--- src/rtl/frame_word_filler_if.sv ---
// Request, word and configuration bundle between the read sequencer, the
// word filler and the serialiser.
interface frame_word_filler_if #(
    parameter int CH_W   = 3,
    parameter int DATA_W = 8,
    parameter int PTR_W  = 9
);
    logic              get_word;
    logic [PTR_W-1:0]  rd_ptr;
    logic [DATA_W+3:0] word_out;
    logic              word_valid;
    logic              cfg_we;
    logic [CH_W-1:0]   cfg_ch;
    logic [1:0]        cfg_mode;
    logic              cfg_sub;
    logic [2:0]        cfg_tag;
    logic [DATA_W-1:0] cfg_value;
    logic              err_ptr;

    modport master (
        output get_word, rd_ptr, cfg_we, cfg_ch, cfg_mode, cfg_sub, cfg_tag, cfg_value,
        input  word_out, word_valid, err_ptr
    );

    modport slave (
        input  get_word, rd_ptr, cfg_we, cfg_ch, cfg_mode, cfg_sub, cfg_tag, cfg_value,
        output word_out, word_valid, err_ptr
    );
endinterface

--- src/rtl/frame_word_filler.sv ---
// Test-pattern word generator: one formatted word per read request, with each
// channel (rd_ptr mod NCH) acting as a constant, up/down counter or pointer echo.
module frame_word_filler #(
    parameter int NCH       = 8,
    parameter int CH_W      = 3,
    parameter int DATA_W    = 8,
    parameter int PTR_W     = 9,
    parameter int FRAME_LEN = 512,
    parameter int SUB_LEN   = 256,
    parameter int RST_STEP  = 11
) (
    input logic                clk,
    input logic                reset,
    frame_word_filler_if.slave bus
);
    typedef enum logic [1:0] {
        MODE_CONST = 2'd0,
        MODE_UP    = 2'd1,
        MODE_DOWN  = 2'd2,
        MODE_ECHO  = 2'd3
    } mode_e;

    localparam logic [31:0]       FRAME_LEN_U = 32'(FRAME_LEN);
    localparam logic [31:0]       SUB_LEN_U   = 32'(SUB_LEN);
    localparam logic [DATA_W-1:0] ONE         = DATA_W'(1);

    logic [NCH-1:0][1:0]        ch_mode;
    logic [NCH-1:0]             ch_sub;
    logic [NCH-1:0][2:0]        ch_tag;
    logic [NCH-1:0][DATA_W-1:0] ch_value;

    logic [CH_W-1:0]   sel_ch;
    logic              in_range;
    logic              dup_ptr;
    logic              sub_first;
    logic              sel_counts;
    logic              step_en;
    logic [DATA_W-1:0] word_value;

    logic [DATA_W+3:0] word_q, word_d;
    logic              valid_q;
    logic              err_q, err_d;
    logic [PTR_W-1:0]  last_ptr_q, last_ptr_d;
    logic              last_valid_q, last_valid_d;

    always_comb begin
        sel_ch     = bus.rd_ptr[CH_W-1:0];
        in_range   = 32'(bus.rd_ptr) < FRAME_LEN_U;
        sub_first  = (32'(bus.rd_ptr) % SUB_LEN_U) == 32'(sel_ch);
        sel_counts = (ch_mode[sel_ch] == MODE_UP) || (ch_mode[sel_ch] == MODE_DOWN);
        // Repeats of the last serviced pointer re-emit the word without stepping.
        dup_ptr    = last_valid_q && (bus.rd_ptr == last_ptr_q);
        step_en    = bus.get_word && in_range && !dup_ptr && sel_counts
                     && (!ch_sub[sel_ch] || sub_first);
        word_value = (ch_mode[sel_ch] == MODE_ECHO) ? DATA_W'(bus.rd_ptr) : ch_value[sel_ch];

        word_d       = word_q;
        err_d        = err_q;
        last_ptr_d   = last_ptr_q;
        last_valid_d = last_valid_q;
        if (bus.get_word) begin
            if (in_range) begin
                word_d       = {1'b0, word_value, ch_tag[sel_ch]};
                last_ptr_d   = bus.rd_ptr;
                last_valid_d = 1'b1;
            end else begin
                word_d = {1'b0, {DATA_W{1'b0}}, 3'b010};
                err_d  = 1'b1;
            end
        end
    end

    always_ff @(posedge clk or negedge reset) begin
        if (!reset) begin
            word_q       <= '0;
            valid_q      <= 1'b0;
            err_q        <= 1'b0;
            last_ptr_q   <= '0;
            last_valid_q <= 1'b0;
        end else begin
            word_q       <= word_d;
            valid_q      <= bus.get_word;
            err_q        <= err_d;
            last_ptr_q   <= last_ptr_d;
            last_valid_q <= last_valid_d;
        end
    end

    for (genvar gi = 0; gi < NCH; gi++) begin : g_ch
        localparam logic [DATA_W-1:0] RST_VALUE = DATA_W'(gi * RST_STEP);
        localparam logic [2:0]        RST_TAG   = 3'(gi % 2);

        logic [1:0]        mode_q;
        logic              sub_q;
        logic [2:0]        tag_q;
        logic [DATA_W-1:0] value_q;
        logic              cfg_hit;
        logic              step_hit;

        assign cfg_hit  = bus.cfg_we && (bus.cfg_ch == CH_W'(gi));
        assign step_hit = step_en && (sel_ch == CH_W'(gi));

        // A config write on the same edge as a step overrides the step.
        always_ff @(posedge clk or negedge reset) begin
            if (!reset) begin
                mode_q  <= MODE_CONST;
                sub_q   <= 1'b0;
                tag_q   <= RST_TAG;
                value_q <= RST_VALUE;
            end else if (cfg_hit) begin
                mode_q  <= bus.cfg_mode;
                sub_q   <= bus.cfg_sub;
                tag_q   <= bus.cfg_tag;
                value_q <= bus.cfg_value;
            end else if (step_hit) begin
                value_q <= (mode_q == MODE_DOWN) ? value_q - ONE : value_q + ONE;
            end
        end

        assign ch_mode[gi]  = mode_q;
        assign ch_sub[gi]   = sub_q;
        assign ch_tag[gi]   = tag_q;
        assign ch_value[gi] = value_q;
    end

    assign bus.word_out   = word_q;
    assign bus.word_valid = valid_q;
    assign bus.err_ptr    = err_q;
endmodule

--- src/flat_wrapper.sv ---
// flat-port wrapper written by rule: the top's interface ports become plain ports
module frame_word_filler_flat 
#(
    parameter int NCH       = 8,
    parameter int CH_W      = 3,
    parameter int DATA_W    = 8,
    parameter int PTR_W     = 9,
    parameter int FRAME_LEN = 512,
    parameter int SUB_LEN   = 256,
    parameter int RST_STEP  = 11
)
  (clk, reset, bus_get_word, bus_rd_ptr, bus_cfg_we, bus_cfg_ch, bus_cfg_mode, bus_cfg_sub, bus_cfg_tag, bus_cfg_value, bus_word_out, bus_word_valid, bus_err_ptr);
  frame_word_filler_if #(.CH_W(CH_W), .DATA_W(DATA_W), .PTR_W(PTR_W)) bus_i ();
  input logic clk;
  input logic reset;
  input wire logic [$bits(bus_i.get_word)-1:0] bus_get_word;
  input wire logic [$bits(bus_i.rd_ptr)-1:0] bus_rd_ptr;
  input wire logic [$bits(bus_i.cfg_we)-1:0] bus_cfg_we;
  input wire logic [$bits(bus_i.cfg_ch)-1:0] bus_cfg_ch;
  input wire logic [$bits(bus_i.cfg_mode)-1:0] bus_cfg_mode;
  input wire logic [$bits(bus_i.cfg_sub)-1:0] bus_cfg_sub;
  input wire logic [$bits(bus_i.cfg_tag)-1:0] bus_cfg_tag;
  input wire logic [$bits(bus_i.cfg_value)-1:0] bus_cfg_value;
  output wire logic [$bits(bus_i.word_out)-1:0] bus_word_out;
  output wire logic [$bits(bus_i.word_valid)-1:0] bus_word_valid;
  output wire logic [$bits(bus_i.err_ptr)-1:0] bus_err_ptr;
  assign bus_i.get_word = bus_get_word;
  assign bus_i.rd_ptr = bus_rd_ptr;
  assign bus_i.cfg_we = bus_cfg_we;
  assign bus_i.cfg_ch = bus_cfg_ch;
  assign bus_i.cfg_mode = bus_cfg_mode;
  assign bus_i.cfg_sub = bus_cfg_sub;
  assign bus_i.cfg_tag = bus_cfg_tag;
  assign bus_i.cfg_value = bus_cfg_value;
  assign bus_word_out = bus_i.word_out;
  assign bus_word_valid = bus_i.word_valid;
  assign bus_err_ptr = bus_i.err_ptr;
  frame_word_filler #(.NCH(NCH), .CH_W(CH_W), .DATA_W(DATA_W), .PTR_W(PTR_W), .FRAME_LEN(FRAME_LEN), .SUB_LEN(SUB_LEN), .RST_STEP(RST_STEP)) u_core (.clk(clk), .reset(reset), .bus(bus_i));
endmodule
--- config.mk ---
export PLATFORM = sky130hd
export DESIGN_NAME = frame_word_filler_flat
export DESIGN_NICKNAME = d
export VERILOG_FILES = /design/src/rtl/frame_word_filler_if.sv /design/src/rtl/frame_word_filler.sv /design/src/flat_wrapper.sv
export SDC_FILE = /design/constraint.sdc
export NUM_CORES = 1
export LEC_CHECK = 0
export BUFFER_PORTS_ARGS = -buffer_cell sky130_fd_sc_hd__buf_2
export CORE_MARGIN = 2
export CORE_UTILIZATION = 46
export DETAILED_ROUTE_END_ITERATION = 6
export SLEW_MARGIN = 20
export SYNTH_ARGS = -nofsm -noshare
export SYNTH_HDL_FRONTEND = slang
export SYNTH_SLANG_ARGS = --single-unit
export TNS_END_PERCENT = 100
--- constraint.sdc ---
create_clock -name clk -period 5.88 [get_ports clk]
set_input_delay 0.882 -clock clk [delete_from_list [all_inputs] [get_ports clk]]
set_output_delay 0.882 -clock clk [all_outputs]
set_load 0.02 [all_outputs]
==> flow_metrics.env, run 1 <==
export IMPL_status="finished, final reports clean"
export IMPL_r2r_slack_ns=3.09
export IMPL_reg2reg_depth=7
export IMPL_cts_buffer_depth=2
export IMPL_hold_path_end="u_core.last_valid_q$_DFFE_PN0P_"
export IMPL_post_cts_setup_buffers=0
export IMPL_fin_worst_skew_ns=0.00780
export IMPL_start_kind="primary input"
export IMPL_tightest_slew_ns=1.01
export IMPL_synth_distinct_cells=57
export IMPL_final_common_cell="dfrtp_1"
export IMPL_r2r_start="u_core.g_ch[5].mode_q[1]$_DFFE_PN0P_"
export IMPL_crit_arrival_ns=3.74
export IMPL_postSynth_asyncResetShare_pct=100
export IMPL_cts_resized=0
export IMPL_worst_slack_ns=2.50
export IMPL_clkTransAtPathRegs_ns=0.06
export IMPL_diodes=0
export IMPL_setup_viol=0
export IMPL_final_nets=990
export IMPL_cts_buffers=17
export IMPL_antenna_left=0
export IMPL_place_congestion=0.831
export IMPL_clock_sinks=134
export IMPL_synth_edf_count=0
export IMPL_io_buffers=41
export IMPL_slowest_delay_ns=0.56
export IMPL_synth_seq_cells=134
export IMPL_ys_warn_count=0
export IMPL_synth_area_per_cell_sq_um=10.4
export IMPL_yosysSeqAreaShare_pct=36.9
export IMPL_drv_cap=0
export IMPL_netlist_area_sq_mm=0.00917
export IMPL_slew_headroom_pct=32.8
export IMPL_path_common_cell="mux2_2"
export IMPL_wl_per_cell_um=19.3
export IMPL_max_clock_freq_ghz=0.296
export IMPL_first_iter_violations=402
export IMPL_final_cells=1181
export IMPL_layout_common_cells="dfrtp_1, nor2_1, mux2_2, a21oi_1"
export IMPL_firstDrtPassIters=5
export IMPL_grt_pass1_vias=6641
export IMPL_route_detailed_drc=0
export IMPL_root_buffer="clkbuf_16"
export IMPL_core_rowCount=51
export IMPL_grt_pass1_wl_mm=36.9
export IMPL_io_pins=44
export IMPL_cts_tree="yes"
export IMPL_cp_max_fo=15
export IMPL_wirelength_mm=22.8
export IMPL_hold_class="flop to flop"
export IMPL_regToRegEndpoint="u_core.g_ch[4].value_q[1]$_DFFE_PN0P_"
export IMPL_period_minus_slack_ns=3.38
export IMPL_drive_above_1_share_pct=25.7
export IMPL_path_cells="buf_2 > mux4_2 > mux2_2 > ha_1 > o311ai_4 > nor2_4 > mux2_2 > o21ai_1"
export IMPL_dp_cells=1149
export IMPL_start_util_pct=46.9
export IMPL_viasPerCell=5.73
export IMPL_cp_required_ns=6.24
export IMPL_overflow=0
export IMPL_synthTopCellsByArea="dfrtp_1, mux2_2, dfstp_2"
export IMPL_synth_top_cell_area_share_pct=29.5
export IMPL_antenna_found_initial=1
export IMPL_fin_crit_sh_pct=57.5
export IMPL_synth_area_leader_cell="dfrtp_1"
export IMPL_crit_path_top_delay_cell="mux4_2"
export IMPL_irDropWorstVdd_uv=226
export IMPL_pre_cts_ws_ns=2.04
export IMPL_power_density_mw_per_mm2=495
export IMPL_p_leak_nw=4.06
export IMPL_core_sq_mm=0.0195
export IMPL_finalMaxSlewViolations=0
export IMPL_fin_setup_tns_ns=0
export IMPL_grt_max_degree=95
export IMPL_rsz0062_at_grt="no"
export IMPL_worst_setup_path_type="primary input to flop"
export IMPL_cts_hold_buffers=0
export IMPL_synth_cells=878
export IMPL_cp_end_kind="flop"
export IMPL_hold_violations=0
export IMPL_min_delay_start="u_core.last_valid_q$_DFFE_PN0P_"
export IMPL_p_total_mw=5.05
export IMPL_clk_latency_ns=0.43
export IMPL_holdPathStages=1
export IMPL_vias=6768
export IMPL_htree_num_levels=4
export IMPL_dieArea_sq_mm=0.0211
export IMPL_grt_usage_pct=22.5
export IMPL_areaGrowthSynthToFinish_pct=11.2
export IMPL_die_width_um=145
export IMPL_dp_hpwl_mm=16.5
export IMPL_die_h_um=145
export IMPL_synth_ff_type="dfrtp_1"
worst max-delay path by stage:
| stage | end | from | depth (start not counted) |
|---|---|---|---|
| 2_1_floorplan | u_core.g_ch[4].value_q[7]$_DFFE_PN0P_ | bus_rd_ptr[0] | 11 |
| 3_3_place_gp | u_core.g_ch[4].value_q[1]$_DFFE_PN0P_ | bus_rd_ptr[0] | 8 |
| 3_5_place_dp | u_core.g_ch[4].value_q[1]$_DFFE_PN0P_ | bus_rd_ptr[0] | 8 |
| 4_1_cts | u_core.g_ch[4].value_q[1]$_DFFE_PN0P_ | bus_rd_ptr[0] | 8 |
| 5_1_grt | u_core.g_ch[4].value_q[1]$_DFFE_PN0P_ | bus_rd_ptr[0] | 8 |
| 6_report | u_core.g_ch[4].value_q[1]$_DFFE_PN0P_ | bus_rd_ptr[0] | 8 |
final cells by class:
class | instances | area, sq um
repair buffers | 51 | 287
inverters | 35 | 131
clock buffers | 21 | 450
well taps | 265 | 332
flip-flops and latches | 134 | 3390
fillers | 1789 | 9330
multi-input cells | 664 | 5460
clock inverters | 11 | 153
cell usage after synthesis (23+ instances only):
master	n
a21oi_1	58
clkbuf_1	23
dfrtp_1	108
dfstp_2	26
ha_1	49
inv_1	35
mux2_2	69
mux2i_1	43
mux4_2	28
nand2_1	48
nand3_1	24
nor2_1	70
nor3_1	27
o21ai_0	49
xnor2_1	48
per-stage QoR:
stage	area [sq um]	hold slack, ns	utilization [%]
after floorplan	9170	0.439	-
after CTS	10200	0.477	52.2
after global routing	10200	0.509	52.2
after global placement	9600	0.453	49.1
after detailed placement	9600	0.463	49.1
final	10200	0.479	52.2
routing by layer:
layer,vias to the layer above,wire [um],share of wire (%),track usage [%]
met1,3354,10800,48,32.0
li1,3228,-,-,-
met4,2,268,1.2,5.83
met3,22,1260,5.5,5.25
met5,-,13,0.057,0
met2,162,10400,46,34.7
flip-flops by register name, summed over array words and instances, names as in the netlist:
signal                 flops
u_core.bus.word_valid      1
u_core.g_ch.value_q       64
u_core.last_valid_q        1
u_core.bus.word_out       11
u_core.g_ch.sub_q          8
u_core.g_ch.mode_q        16
u_core.g_ch.tag_q         24
u_core.last_ptr_q          9
cells by family (layout without fill, tap and decap cells):
family                     after synthesis  in the layout  share of synthesized area, %
DFF                                    134            134                          36.9
other                                    1              2                        0.0409
muxes                                  142            142                          20.3
and+or+nand+nor                        236            236                          13.9
AOI/OAI and AO/OA                      178            178                          11.9
adders and majority gates               57             57                          8.43
buffers and inverters                   81            118                          3.71
xor gates and xnor gates                49             49                          4.76
critical path, delay by kind of cell:
kind,cells,cell delay (ns)
AOI/OAI and AO/OA,2,0.44
adders and majority gates,1,0.41
buffers and inverters,1,0.43
muxes,3,1.21
and+or+nand+nor,1,0.35
where the power goes:
group / internal, mW / switching (mW)
combinational: 1.12 / 1.22
sequential: 1.31 / 0.309
clock: 0.679 / 0.424
(Power assumes the default switching activity.)
==> run 2, diff against run 1 <==
Clock period 5.88 ns to 3.21 ns, I/O delays scaled along.
==> run 2 against run 1 <==
Net effect:
- sequential power up 83%
- first-iteration DRC count grew 12%
- sequential share of layout area fell by 0.26 points
- non-clock buffer count up 11
- clock power grew 78%
- core utilization grew 0.41 points
- largest cell class unchanged
- clock-buffer cell count unchanged
- total power rose by 82%
- die area stayed put
- final area increased by 0.79%
==> flow_metrics.env, run 2 (synthesis gave the netlist of run 1 again) <==
export IMPL_place_congestion=0.884
export IMPL_dp_hpwl_mm=17.2
export IMPL_core_rowCount=51
export IMPL_slowest_delay_ns=0.47
export IMPL_layout_common_cells="dfrtp_1, nor2_1, mux2_2, a21oi_1"
export IMPL_firstDrtPassIters=5
export IMPL_final_nets=1001
export IMPL_cp_end_kind="flop"
export IMPL_power_density_mw_per_mm2=895
export IMPL_first_iter_violations=449
export IMPL_wirelength_mm=23.1
export IMPL_irDropWorstVdd_uv=409
export IMPL_fin_worst_skew_ns=0.00940
export IMPL_cts_tree="yes"
export IMPL_clk_latency_ns=0.43
export IMPL_drive_above_1_share_pct=26.6
export IMPL_post_cts_setup_buffers=0
export IMPL_die_h_um=145
export IMPL_finalMaxSlewViolations=0
export IMPL_cts_hold_buffers=0
export IMPL_path_cells="mux4_2 > mux2_2 > ha_1 > o311ai_4 > nor2_4 > mux2_1 > o21ai_1"
export IMPL_antenna_found_initial=1
export IMPL_grt_usage_pct=22.7
export IMPL_io_buffers=41
export IMPL_wl_per_cell_um=19.4
export IMPL_crit_arrival_ns=3.13
export IMPL_cts_buffer_depth=2
export IMPL_overflow=0
export IMPL_seqCellArea_sq_mm=0.00339
export IMPL_tightest_slew_ns=1.01
export IMPL_final_common_cell="dfrtp_1"
export IMPL_die_width_um=145
export IMPL_core_sq_mm=0.0195
export IMPL_areaGrowthSynthToFinish_pct=12.1
export IMPL_fin_setup_tns_ns=0
export IMPL_clock_sinks=134
export IMPL_htree_num_levels=4
export IMPL_status="finished, final reports clean"
export IMPL_place_area_sq_mm=0.00969
export IMPL_multiInputGateArea_sq_mm=0.00546
export IMPL_clkTransAtPathRegs_ns=0.06
export IMPL_cts_resized=0
export IMPL_dieArea_sq_mm=0.0211
export IMPL_drv_cap=0
export IMPL_start_kind="flop"
export IMPL_largest_register="u_core.g_ch.value_q"
export IMPL_worst_setup_path_type="flop to flop"
export IMPL_diodes=0
export IMPL_largest_register_ffs=64
export IMPL_largestRegisters="u_core.g_ch.value_q (64), u_core.g_ch.tag_q (24), u_core.g_ch.mode_q (16)"
export IMPL_crit_path_top_delay_cell="mux4_2"
export IMPL_cp_required_ns=3.56
export IMPL_max_clock_freq_ghz=0.360
export IMPL_route_detailed_drc=0
export IMPL_cp_max_fo=14
export IMPL_setup_viol=0
export IMPL_grt_pass1_vias=6720
export IMPL_fillers=1751
export IMPL_io_pins=44
export IMPL_period_minus_slack_ns=2.78
export IMPL_vias=6779
export IMPL_slew_headroom_pct=32.5
export IMPL_rsz0062_at_grt="no"
export IMPL_cts_buffers=17
export IMPL_start_util_pct=46.9
export IMPL_p_leak_nw=4.11
export IMPL_fin_crit_sh_pct=86.6
export IMPL_root_buffer="clkbuf_16"
export IMPL_hold_class="primary input to asynchronous set/reset pin"
export IMPL_viasPerCell=5.69
export IMPL_grt_max_degree=77
export IMPL_grt_pass1_wl_mm=37.1
export IMPL_antenna_left=0
export IMPL_hold_violations=0
export IMPL_stdcell_area_sq_mm=0.0103
-- run 2: cell count changes in the layout (fill, tap and decap cells not counted), sizes merged --
cell / before / now
inv: 35 / 36
bufinv: 3 / 2
buf: 51 / 62
-- run 2: final timing paths --
path | cells after the start | from | end | slack (ns)
worst min register to register | 1 | u_core.last_valid_q$_DFFE_PN0P_ | u_core.last_valid_q$_DFFE_PN0P_ | 0.50
worst min-delay path | 1 | reset | u_core.g_ch[2].tag_q[1]$_DFFE_PN0P_ | 0.07
worst max-delay path | 7 | u_core.g_ch[7].mode_q[1]$_DFFE_PN0P_ | u_core.g_ch[2].value_q[1]$_DFFE_PN1P_ | 0.43
max in group asynchronous | 2 | reset | u_core.g_ch[1].value_q[3]$_DFFE_PN1P_ | 2.26
min in group clk | 2 | bus_rd_ptr[8] | u_core.last_ptr_q[8]$_DFFE_PN0P_ | 0.31
worst max register to register | 7 | u_core.g_ch[7].mode_q[1]$_DFFE_PN0P_ | u_core.g_ch[2].value_q[1]$_DFFE_PN1P_ | 0.43
-- run 2: critical path: cells and delay by family, from the launching register on --
kind                       cells  cell delay (ns)
muxes                          3             1.10
AOI/OAI and AO/OA              2             0.46
DFF                            1             0.41
adders and majority gates      1             0.41
and+or+nand+nor                1             0.33
-- run 2: area by class of cell --
class	count	area share, %
Sequential cell	134	32.9
Timing Repair Buffer	62	3.71
Clock inverter	11	1.24
Clock buffer	21	4.48
Multi-Input combinational cell	664	53.1
Tap cell	265	3.23
Inverter	35	1.28
-- run 2: per-layer routing --
metal	vias to the layer above	routed length, um	track usage (%)
li1	3257	-	-
met1	3345	11200	32.1
met2	140	10500	35.5
met3	35	957	4.43
met4	2	498	6.96
met5	-	14	0
-- run 2: metrics by stage --
| stage | worst slack (ns) | instances | hold WS [ns] | power [mW] | util [%] |
|---|---|---|---|---|---|
| floorplan | 0.00385 | 879 | 0.186 | 6.17 | - |
| global placement | 0.135 | 1160 | 0.479 | 7.15 | 49.6 |
| detailed placement | 0.107 | 1160 | 0.482 | 7.23 | 49.6 |
| CTS | 0.429 | 1192 | 0.101 | 9.22 | 52.6 |
| global route | 0.328 | 1192 | 0.123 | 9.89 | 52.6 |
| finish | 0.431 | 1192 | 0.0692 | 9.20 | 52.6 |
-- run 2: where the power goes --
part	total (mW)	internal [mW]	switching (mW)	leakage, nW
combinational	4.27	2.05	2.22	2.29
clock	1.96	1.19	0.771	0.280
sequential	2.97	2.39	0.574	1.54
